`src/rtl/stonyman_frame_sequencer_pkg.sv`:
```
// stonyman_frame_sequencer_pkg: state encoding and size constants shared by the frame sequencer.
package stonyman_frame_sequencer_pkg;
    localparam int STATE_BITS       = 3;
    localparam int DEFAULT_PTR_BITS = 8;
    localparam int STONYMAN_SIZE    = 112;
    typedef enum logic [STATE_BITS-1:0] {
        IDLE, RST_ROW, RST_COL, CAPTURE, WAIT_ADC, INC_COL, INC_ROW, DONE
    } seq_state_t;
endpackage

```
`src/rtl/stonyman_pulse_gen.sv`:
```
// stonyman_pulse_gen: pin pulse timer, high for P cycles then low for P cycles, P = max(p, 1).
module stonyman_pulse_gen (
    input  logic       clk,
    input  logic       reset,
    input  logic       start,
    input  logic [7:0] p,
    output logic       high,
    output logic       done
);
    logic [8:0] cnt, p_eff, last;
    // high is the level the pin must take in the following cycle, so the caller can register it
    always_comb begin
        p_eff = (p == 8'd0) ? 9'd1 : {1'b0, p};
        last  = {p_eff[7:0], 1'b0} - 9'd1;
        high  = start || (cnt + 9'd1 < p_eff);
        done  = cnt >= last;
    end
    always_ff @(posedge clk) begin
        if (reset || start)
            cnt <= '0;
        else if (!done)
            cnt <= cnt + 9'd1;
    end
endmodule

```
`src/rtl/stonyman_frame_sequencer.sv`:
```
// stonyman_frame_sequencer: walks the Stonyman row/column pointers and requests one ADC capture per pixel.
// Defining SEQ_TIMEOUT_EN adds the capture-done watchdog and the sticky timeout_err port.
module stonyman_frame_sequencer
    import stonyman_frame_sequencer_pkg::*;
#(
    parameter int PTR_BITS = DEFAULT_PTR_BITS
`ifdef SEQ_TIMEOUT_EN
    , parameter int TIMEOUT_CYCLES = 1024
`endif
) (
    input  logic                clk,
    input  logic                reset,
    input  logic                frame_start,
    input  logic [PTR_BITS-1:0] row_count,
    input  logic [PTR_BITS-1:0] col_count,
    input  logic [7:0]          pulse_counts,
    input  logic                adc_capture_done,
    output logic                adc_capture_start,
    output logic                resv,
    output logic                incv,
    output logic                resp,
    output logic                incp,
    output logic [PTR_BITS-1:0] pixel_row,
    output logic [PTR_BITS-1:0] pixel_col,
    output logic                busy,
    output logic                frame_done
`ifdef SEQ_TIMEOUT_EN
    , output logic              timeout_err
`endif
);
    seq_state_t state, state_n;
    logic [PTR_BITS-1:0] row_last, col_last;
    logic [3:0] pin_sel;
    logic accept, pg_start, pg_high, pg_done, timeout_hit;

    stonyman_pulse_gen u_pulse (
        .clk   (clk),
        .reset (reset),
        .start (pg_start),
        .p     (pulse_counts),
        .high  (pg_high),
        .done  (pg_done)
    );

`ifdef SEQ_TIMEOUT_EN
    localparam int WD_BITS = $clog2(TIMEOUT_CYCLES);
    logic [WD_BITS-1:0] wd;
    // frame_done lands TIMEOUT_CYCLES after the capture request cycle
    assign timeout_hit = state == WAIT_ADC && !adc_capture_done && wd == WD_BITS'(TIMEOUT_CYCLES - 2);
    always_ff @(posedge clk) begin
        if (reset) begin
            wd          <= '0;
            timeout_err <= 1'b0;
        end else begin
            wd          <= (state == WAIT_ADC && state_n == WAIT_ADC) ? wd + WD_BITS'(1) : '0;
            timeout_err <= accept ? 1'b0 : (timeout_err || timeout_hit);
        end
    end
`else
    assign timeout_hit = 1'b0;
`endif

    always_comb begin
        state_n = state;
        case (state)
            IDLE:     if (frame_start) state_n = RST_ROW;
            RST_ROW:  if (pg_done) state_n = RST_COL;
            RST_COL:  if (pg_done) state_n = CAPTURE;
            INC_COL:  if (pg_done) state_n = CAPTURE;
            INC_ROW:  if (pg_done) state_n = RST_COL;
            CAPTURE:  state_n = WAIT_ADC;
            WAIT_ADC: if (adc_capture_done)
                          state_n = (pixel_col != col_last) ? INC_COL :
                                    (pixel_row != row_last) ? INC_ROW : DONE;
                      else if (timeout_hit)
                          state_n = DONE;
            DONE:     state_n = frame_start ? RST_ROW : IDLE;
        endcase
        accept   = frame_start && (state == IDLE || state == DONE);
        pin_sel  = {state_n == INC_COL, state_n == RST_COL, state_n == INC_ROW, state_n == RST_ROW};
        pg_start = |pin_sel && state_n != state;
    end

    always_ff @(posedge clk) begin
        if (reset) begin
            state                    <= IDLE;
            {incp, resp, incv, resv} <= '0;
            adc_capture_start        <= 1'b0;
            busy                     <= 1'b0;
            frame_done               <= 1'b0;
            pixel_row                <= '0;
            pixel_col                <= '0;
            row_last                 <= '0;
            col_last                 <= '0;
        end else begin
            state                    <= state_n;
            {incp, resp, incv, resv} <= pin_sel & {4{pg_high}};
            adc_capture_start        <= state_n == CAPTURE;
            busy                     <= !(state_n == IDLE || state_n == DONE);
            frame_done               <= state_n == DONE;
            if (accept) begin
                row_last  <= (row_count == '0) ? '0 : row_count - PTR_BITS'(1);
                col_last  <= (col_count == '0) ? '0 : col_count - PTR_BITS'(1);
                pixel_row <= '0;
                pixel_col <= '0;
            end else if (state == WAIT_ADC && adc_capture_done) begin
                if (pixel_col != col_last)
                    pixel_col <= pixel_col + PTR_BITS'(1);
                else if (pixel_row != row_last) begin
                    pixel_row <= pixel_row + PTR_BITS'(1);
                    pixel_col <= '0;
                end
            end
        end
    end
endmodule
```
`config.mk`:
```
export PLATFORM = sky130hd
export DESIGN_NAME = stonyman_frame_sequencer
export DESIGN_NICKNAME = d
export VERILOG_FILES = /design/src/rtl/stonyman_frame_sequencer_pkg.sv /design/src/rtl/stonyman_pulse_gen.sv /design/src/rtl/stonyman_frame_sequencer.sv
export SDC_FILE = /design/constraint.sdc
export NUM_CORES = 1
export LEC_CHECK = 0
export CORE_MARGIN = 2
export CORE_UTILIZATION = 54
export CTS_CLUSTER_DIAMETER = 80
export DETAILED_ROUTE_END_ITERATION = 8
export PLACE_DENSITY = 0.8
export SETUP_SLACK_MARGIN = 0.2
export SLEW_MARGIN = 20
export SYNTH_ARGS = -nofsm -noshare
export SYNTH_HDL_FRONTEND = slang
export SYNTH_SLANG_ARGS = --single-unit
export TNS_END_PERCENT = 1
```
`constraint.sdc`:
```
create_clock -name clk -period 4.5 [get_ports clk]
set_clock_uncertainty 0.2 [all_clocks]
set_input_delay 0.45 -clock clk [delete_from_list [all_inputs] [get_ports clk]]
set_output_delay 0.45 -clock clk [all_outputs]
set_load 0.02 [all_outputs]
```
==> results.cfg <==
[outcome]
status = finished clean

[setup_path]
crit_family = compound AO/OA/AOI/OAI gates
path_buf_inv = 3
slowest_stage = clkdlybuf4s50_1
crit_path_max_incr_delay_ns = 0.46
cp-end-kind = flip-flop
worstPathArrival_ns = 4.13
worst-path-max-fanout = 4
cp-start-kind = input port
path_cells = clkdlybuf4s50_1, nor4_2, a31o_2, inv_1, ha_2, nand2_1, xnor2_1, ha_1, nand4_1, a21oi_2, a21o_1, a211oi_1, o31ai_1, inv_1, ha_4, nand2_1, a211o_1, nor3b_2, nor3_1
required_ns = 4.52
path_class = in -> reg

[layout]
nFillCells = 464
drive_above_1_share_pct = 8.72
post-route-util_pct = 70.5
syn2layout_area_growth_pct = 26.0
diodes = 0
layoutNonFillerInstCount = 508
nets = 488

[die]
core.rowCount = 27
ios = 51
die_y_microns = 79.8
start_util_pct = 55.9
core_area_sq_um = 5540
die-area_sq_um = 6360
die_x_microns = 79.8

[worst_hold_path]
hp-class = reg -> reg

[synthesis]
avgSynthCellArea_sq_um = 8.29
synthAdderAreaFrac_pct = 10.1
synth_mux_area_share_pct = 0.646
synth_nets = 427
synthCells = 374
synth_most_common_cell = dfxtp_1
synth_xor_area_share_pct = 16.4
synth_area_sq_um = 3100
synth_top_area_cell = dfxtp_1
synth_top_cells_by_area = dfxtp_1 33%, xnor2_1 12%, ha_1 10%
yosysSeqAreaShare_pct = 32.9
synth_top_cell_area_share_pct = 32.9
synth_top_family_by_area = simple AND/OR/NAND/NOR gates
synth_flop_cell = dfxtp_1
ys_warn_count = 0
synth_edf_count = 0
synth.distinct_cells = 44
ys_top_cells_by_count = 51 x dfxtp_1, 42 x nand2_1, 42 x xnor2_1
async_flop_share_pct = 0
synth_compound_area_share_pct = 15.0
ys_seq_elements = 51
synthSimpleGateAreaFrac_pct = 20.7

[clocking]
cts_root_buffer = clkbuf_8
clk_path_buf_depth = 2
cts_hold_buf = 0
cts_tree = yes
clock-sinks = 51
clock_latency_ns = 0.30
cts.htree.levels = 2
clk_pin_slew_ns = 0.09
cts_buffers = 5

[routing]
wire_per_inst_microns = 13.3
vias = 2749
totalWireLength_microns = 6760
drt-initial-drc-count = 111
viasPerCell = 5.41
drc = 0
dr.pass1.iters = 4
drtAntennaViolNets = 0

[timing]
drv_slew = 0
setup_viol = 0
rsz0062_at_grt = true
slew_headroom_pct = 52.9
max_freq_mhz = 243
period_share_pct = 91.3
worst_pin_slew_ns = 0.701
tns_ns = 0
hold_viol_final = 0
period_minus_slack_ns = 4.11

[grt]
grt_use_total_pct = 22.2
grt_max_degree = 20
grt_overflow = 0
grt_antenna_before_repair = 0
grt_first_pass_wirelength_microns = 11300
grt_pass1_vias = 2749

[placed_design]
dp_hpwl_microns = 5320
gp_congestion = 0.844
io_buffers = 50
dp.cells = 499

[pwr]
ir_drop_v = 0.000246
p_leak_nw = 1.50
power_density_nw_per_um2 = 369

[flow_run]
drv_cap = 0
## sequential cells by signal, summed over array words and instances (netlist names)
register and cells:
pixel_col 8, incp 1, adc_capture_start 1, pixel_row 8
incv 1, row_last 8, u_pulse.cnt 9, col_last 8
resp 1, state 3, frame_done 1, resv 1
busy 1
## layout make-up
cell class              count  area (sq um)  share of cell area, %
clock buffers               7          86.3                   2.21
clock inverters             1          8.76                  0.224
inverters                  24          90.1                   2.31
multi-input cells         290          2010                   51.5
flip-flops and latches     51          1020                   26.2
well taps                  72          90.1                   2.31
repair buffers             63           598                   15.3
## path summary, 6_finish.rpt
path	start	to	slack [ns]	cells past startpoint
max	pulse_counts[4]	resv	0.39	19
min	col_last[4]	col_last[4]	0.27	2
max reg2reg	pixel_col[0]	resv	1.06	11
min reg2reg	col_last[4]	col_last[4]	0.27	2
## logic make-up (layout without fill, tap and decap cells)
group | after synthesis | after routing
buffers and inverters | 33 | 95
adders and majority gates | 25 | 25
DFF | 51 | 51
AOI/OAI and AO/OA | 76 | 76
muxes | 2 | 2
and+or+nand+nor | 129 | 129
xor gates and xnor gates | 58 | 58
## report_power, final
| part | switching, mW | total, mW | internal, mW | leakage, nW |
|---|---|---|---|---|
| Sequential | 0.0550 | 0.571 | 0.516 | 0.415 |
| Combinational | 0.335 | 0.591 | 0.256 | 1.03 |
| Clock | 0.151 | 0.278 | 0.126 | 0.0484 |
| Total | 0.541 | 1.44 | 0.898 | 1.50 |
## metrics by stage
| stage | worst slack [ns] | hold WS [ns] | power (mW) | cell area, sq um |
|---|---|---|---|---|
| 2_1_floorplan | 0.287 | 0.246 | 0.942 | 3100 |
| 3_3_place_gp | 0.0472 | 0.255 | 1.12 | 3740 |
| 3_5_place_dp | -0.0327 | 0.263 | 1.13 | 3740 |
| 4_1_cts | 0.261 | 0.280 | 1.41 | 3840 |
| 5_1_grt | 0.123 | 0.303 | 1.54 | 3900 |
| 6_report | 0.393 | 0.274 | 1.44 | 3900 |
## worst reg2reg max path, stage by stage (launching register included)
cell and delay (ns):
dfxtp_1 0.51, xnor2_1 0.16, nand4_1 0.18, o21ai_1 0.57, a21bo_2 0.30, o31ai_1 0.29, inv_1 0.14, ha_4 0.29
nand2_1 0.04, a211o_1 0.31, nor3b_2 0.19, nor3_1 0.18
## placed cells by master, fill, tap and decap left out, types with 3 or more instances in the layout
cell type,netlist,final
dfxtp_1,51,51
ha_1,25,23
o21ai_1,5,5
nand2_1,42,41
o21ai_0,26,24
nand4_1,8,8
clkbuf_8,0,6
and3_1,3,3
nand2b_1,5,4
a21oi_1,17,15
or3_1,4,4
clkdlybuf4s50_1,0,50
xnor2_1,42,42
inv_1,24,24
nand3_1,8,8
buf_4,1,13
a211oi_1,8,6
nor2_1,29,29
nor3_1,20,20
o31ai_1,3,3
xor2_1,16,16
## metal layers
metal  up-vias  global-route usage [%]  share of wire [%]
met2        57                    41.4                 50
met4         0                    6.61                2.0
met5         -                       0                  0
met1      1264                    25.2                 44
li1       1412                       -                  -
met3        16                    4.64                3.9
## timing repair
action,in CTS,in global routing
resized for setup,0,14
endpoints found under the setup margin,0,13
buffers inserted,0,1
Note: power is estimated with default switching activity, not from simulation.
